<file path="src/rtl/cache_miss_controller.sv">
// Data-cache miss sequencer: write-back / write-allocate with
// configurable memory latency, block size and a saturating miss counter.
module cache_miss_controller #(
    parameter int MEM_LATENCY = 4,
    parameter int BLOCK_WORDS = 1,
    parameter int CNT_WIDTH   = 16,
    localparam int WW = (BLOCK_WORDS > 1) ? $clog2(BLOCK_WORDS) : 1
) (
    input  logic                 clk,
    input  logic                 rst_n,
    input  logic                 is_load,
    input  logic                 is_store,
    input  logic                 cache_hit,
    input  logic                 cache_dirty,
    output logic                 pc_enable,
    output logic                 busy,
    output logic                 mem_we,
    output logic                 mem_re,
    output logic                 mem_addr_sel,
    output logic [WW-1:0]        word_idx,
    output logic                 we_cache,
    output logic                 cache_input_type,
    output logic                 set_valid,
    output logic                 set_dirty,
    output logic                 mem_reg_write,
    output logic [CNT_WIDTH-1:0] miss_count
);

    localparam int LW = (MEM_LATENCY > 1) ? $clog2(MEM_LATENCY) : 1;

    typedef enum logic [1:0] {
        IDLE,
        WB,
        REFILL,
        DONE
    } state_t;

    state_t               state, state_n;
    logic [LW-1:0]        lat_cnt, lat_n;
    logic [WW-1:0]        word_q, word_n;
    logic                 op_load, op_n;
    logic [CNT_WIDTH-1:0] cnt_n;
    logic                 last_lat, last_word, any_op;

    assign last_lat  = (lat_cnt == LW'(MEM_LATENCY - 1));
    assign last_word = (word_q == WW'(BLOCK_WORDS - 1));
    assign any_op    = is_load | is_store;

    // State, counters and op latch; synchronous reset clears all of them.
    always_ff @(posedge clk) begin
        if (!rst_n) begin
            state      <= IDLE;
            lat_cnt    <= '0;
            word_q     <= '0;
            op_load    <= 1'b0;
            miss_count <= '0;
        end else begin
            state      <= state_n;
            lat_cnt    <= lat_n;
            word_q     <= word_n;
            op_load    <= op_n;
            miss_count <= cnt_n;
        end
    end

    // Next-state, counter updates and strobes; all strobes held low in reset.
    always_comb begin
        state_n          = state;
        lat_n            = lat_cnt;
        word_n           = word_q;
        op_n             = op_load;
        cnt_n            = miss_count;
        pc_enable        = 1'b0;
        busy             = 1'b0;
        mem_we           = 1'b0;
        mem_re           = 1'b0;
        mem_addr_sel     = 1'b0;
        word_idx         = '0;
        we_cache         = 1'b0;
        cache_input_type = 1'b0;
        set_valid        = 1'b0;
        set_dirty        = 1'b0;
        mem_reg_write    = 1'b0;

        unique case (state)
            IDLE: begin
                if (!any_op) begin
                    pc_enable = 1'b1;
                end else if (cache_hit) begin
                    pc_enable = 1'b1;
                    if (is_load) begin
                        mem_reg_write = 1'b1;
                    end else begin
                        we_cache         = 1'b1;
                        cache_input_type = 1'b1;
                        set_valid        = 1'b1;
                        set_dirty        = 1'b1;
                    end
                end else begin
                    op_n   = is_load;
                    lat_n  = '0;
                    word_n = '0;
                    if (miss_count != {CNT_WIDTH{1'b1}}) begin
                        cnt_n = miss_count + CNT_WIDTH'(1);
                    end
                    state_n = cache_dirty ? WB : REFILL;
                end
            end
            WB: begin
                busy     = 1'b1;
                mem_we   = 1'b1;
                word_idx = word_q;
                if (last_lat) begin
                    lat_n = '0;
                    if (last_word) begin
                        word_n  = '0;
                        state_n = REFILL;
                    end else begin
                        word_n = word_q + WW'(1);
                    end
                end else begin
                    lat_n = lat_cnt + LW'(1);
                end
            end
            REFILL: begin
                busy         = 1'b1;
                mem_re       = 1'b1;
                mem_addr_sel = 1'b1;
                word_idx     = word_q;
                if (last_lat) begin
                    we_cache  = 1'b1;
                    set_valid = 1'b1;
                    lat_n     = '0;
                    if (last_word) begin
                        word_n  = '0;
                        state_n = DONE;
                    end else begin
                        word_n = word_q + WW'(1);
                    end
                end else begin
                    lat_n = lat_cnt + LW'(1);
                end
            end
            DONE: begin
                busy      = 1'b1;
                pc_enable = 1'b1;
                if (op_load) begin
                    mem_reg_write = 1'b1;
                end else begin
                    we_cache         = 1'b1;
                    cache_input_type = 1'b1;
                    set_valid        = 1'b1;
                    set_dirty        = 1'b1;
                end
                state_n = IDLE;
            end
            default: state_n = IDLE;
        endcase

        if (!rst_n) begin
            pc_enable        = 1'b0;
            busy             = 1'b0;
            mem_we           = 1'b0;
            mem_re           = 1'b0;
            mem_addr_sel     = 1'b0;
            word_idx         = '0;
            we_cache         = 1'b0;
            cache_input_type = 1'b0;
            set_valid        = 1'b0;
            set_dirty        = 1'b0;
            mem_reg_write    = 1'b0;
        end
    end

endmodule

</file>
<file path="config.mk">
export PLATFORM = sky130hd
export DESIGN_NAME = cache_miss_controller
export DESIGN_NICKNAME = d
export VERILOG_FILES = /design/src/rtl/cache_miss_controller.sv
export SDC_FILE = /design/constraint.sdc
export NUM_CORES = 1
export LEC_CHECK = 0
export ABC_AREA = 0
export ABC_CLOCK_PERIOD_IN_PS = 2900
export BUFFER_PORTS_ARGS = -buffer_cell sky130_fd_sc_hd__buf_2
export CORE_MARGIN = 1
export CORE_UTILIZATION = 56
export CTS_CLUSTER_SIZE = 24
export DETAILED_ROUTE_END_ITERATION = 7
export HOLD_SLACK_MARGIN = 0.02
export PLACE_DENSITY = 0.88
export REMOVE_ABC_BUFFERS = 1
export SLEW_MARGIN = 20
export SYNTH_ARGS = -nofsm -noshare
export SYNTH_HDL_FRONTEND = slang
export SYNTH_SLANG_ARGS = --single-unit
</file>
<file path="constraint.sdc">
create_clock -name clk -period 2.9 [get_ports clk]
set_input_delay 0.145 -clock clk [delete_from_list [all_inputs] [get_ports clk]]
set_output_delay 0.145 -clock clk [all_outputs]
set_load 0.1 [all_outputs]
</file>
==> flow_summary.toml <==
[grt]
grt_pass1_vias = 1182
gr-usage-met3_pct = 3.64
grt_max_degree = 25
grt_pass1_wl_um = 5040
antenna_found_initial = 0
grt.total_usage_pct = 25.5
gr-total-overflow = 0
top_usage_layer = "met2"
grt_use_met2_pct = 44.7
use_met1_pct = 30.7

[layout]
n_antenna_cell = 0
final_cell_mix = "31 x buf_2, 21 x dfxtp_1, 15 x a21oi_1"
final_common_cell = "buf_2"
nNetsFinal = 197
drive_gt1_share_pct = 23.6
syn_to_final_growth_pct = 12.2

[logic_synthesis]
syn_area_um2 = 1310
syn_inst = 155
synth_edf_count = 0
yosysSeqAreaShare_pct = 32.0
syn_avg_cell_area_um2 = 8.47
synth.distinct_cells = 39
async_flop_share_pct = 0
ys.flop_type = "dfxtp_1"
ys_seq_elements = 21
yosysWarnings = 0

[clocking]
ctsResizeCount = 0
numCtsBuffers = 3
cts_tree = "done"
cts-root-buf = "clkbuf_4"
cts_max_level = 1
cts_setup_buffers = 0
cts_buffer_depth = 2
clock_latency_ns = 0.31
cts_hold_buf = 0
clkTransAtPathRegs_ns = 0.12
cts_sinks = 21

[floorplan]
dieArea_um2 = 2540
std_cell_rows = 17
io_pins = 33
start_util_pct = 59.3
die_h_um = 50.4
core-area_um2 = 2210
die_w_um = 50.4

[timing]
finalCritPeriodShare_pct = 79.2
hold_viol = 0
fin_skew_ns = 0.00881
fmax_mhz = 436
slew_violations = 0
rsz0062_at_grt = "false"
period_minus_slack_ns = 2.30
worst_slack_ns = 0.604
setup_viol = 0

[critical_path]
crit_path_cell_trace = "inv_1, ha_1, or3b_2, a21oi_1, buf_2"
critPathKind = "flip-flop to output pin"
reg2reg_slack_ns = 0.94
crit_path_start_kind = "flip-flop"
crit_family = "buffers and inverters"
slowest_stage = "or3b_2"
path_buf_inv = 2
arrival_ns = 2.15
critical_path.max_stage_delay_ns = 0.48
cp_data_required_time_ns = 2.76
endpoint_kind = "output pin"
crit_fanout = 7

[pwr]
swShare_pct = 54.7
vdd_ir_drop_max_mv = 0.696
power_density_nw_per_um2 = 832
net-switching-power_uw = 671
clockPowerShare_pct = 12.1
p_total_uw = 1220
internal-power_uw = 554
p_seq_share_pct = 28.5
p_leak_uw = 0.000587
combPwrFrac_pct = 59.5

[drt]
via_per_inst = 6.04
wl_um = 3000
via_count = 1268
drtIter0Drc = 29
remaining_drc_errors = 0
dr.pass1.iters = 4
drtAntennaViolNets = 0
wl_per_cell_um = 14.3

[placed_design]
hpwlAfterDp_um = 2130
io_buffers = 31
gp_congestion = 0.925
dp_slack_ns = 0.964

[hold_path]
hold_path_class = "primary input to flip-flop"

[status]
status = "finished clean"

[job]
maxCapViolCount = 0
==> power groups by stage <==
| stage | clock network (uW) | logic, uW | registers [uW] |
|---|---|---|---|
| global route | 164 | 783 | 351 |
| global placement | 0 | 693 | 351 |
| finish | 148 | 729 | 349 |
| detailed placement | 0 | 717 | 354 |
| floorplan | 0 | 563 | 385 |
| CTS | 152 | 720 | 348 |
==> cells by family after synthesis <==
group | after synthesis | share of synthesized area, %
multiplexers | 5 | 3.81
other | 1 | 0.286
flip-flops | 21 | 32.0
adder cells (fa/ha/maj) | 8 | 7.63
AO/OA/AOI/OAI | 39 | 19.2
buffers and inverters | 15 | 6.96
AND/OR/NAND/NOR | 66 | 30.1
==> worst reg2reg max path: stages, from the launching register on <==
cell and delay (ns):
dfxtp_1 0.36, inv_1 0.14, ha_1 0.27, nor2b_4 0.26, nand2_4 0.17, or4_1 0.54, a21oi_1 0.16
==> layer usage <==
metal | routed length [um] | vias to the layer above | part of all wire [%]
met4 | 17 | 0 | 0.57
met2 | 1510 | 32 | 50
met1 | 1360 | 602 | 45
met5 | 0 | - | 0
li1 | - | 632 | -
met3 | 115 | 2 | 3.8
==> cell usage after synthesis, types with 3 or more instances <==
cell type  instances  area share, %
a21oi_1           15            5.7
nand4_1            5            2.4
o31ai_1            9            5.1
nor4_1             3            1.4
dfxtp_1           21             32
mux2i_1            5            3.8
or4_1              9            5.1
nand2_1           11            3.1
nor2_1             9            2.6
o21ai_0            4            1.5
buf_4              5            2.9
nand2b_1           5            2.4
inv_1              4            1.1
a211oi_1           3            1.7
ha_1               8            7.6
nand3_1            7            2.7
a32oi_1            3            2.0
==> per-stage QoR <==
stage          TNS, ns  instance area [um^2]  utilization (%)  hold WS [ns]  std cells
3_5_place_dp         0                  1450             65.3         0.484        206
3_3_place_gp         0                  1450             65.3         0.463        206
5_1_grt              0                  1470             66.6         0.206        210
6_report             0                  1470             66.6         0.181        210
2_1_floorplan    -7.73                  1240                -         0.293        145
4_1_cts              0                  1470             66.6         0.158        210
==> sequential cells by signal, summed over array words and instances, names as in the netlist <==
register / flops
op_load: 1
miss_count: 16
state: 2
lat_cnt: 2
==> cell type report <==
cell class | instances | area, um^2
Inverter | 5 | 18.8
Tap cell | 28 | 35.0
Sequential cell | 21 | 420
Multi-Input combinational cell | 119 | 801
Clock inverter | 1 | 5.00
Timing Repair Buffer | 33 | 170
Fill cell | 196 | 739
Clock buffer | 3 | 22.5
==> final timing paths <==
check | to | cells past startpoint | start
setup / recovery | pc_enable | 5 | state[0]
setup reg to reg | miss_count[10] | 6 | state[0]
hold / removal | miss_count[15] | 3 | rst_n
hold reg to reg | miss_count[15] | 2 | miss_count[15]
Power figures use the tool's default switching activity.
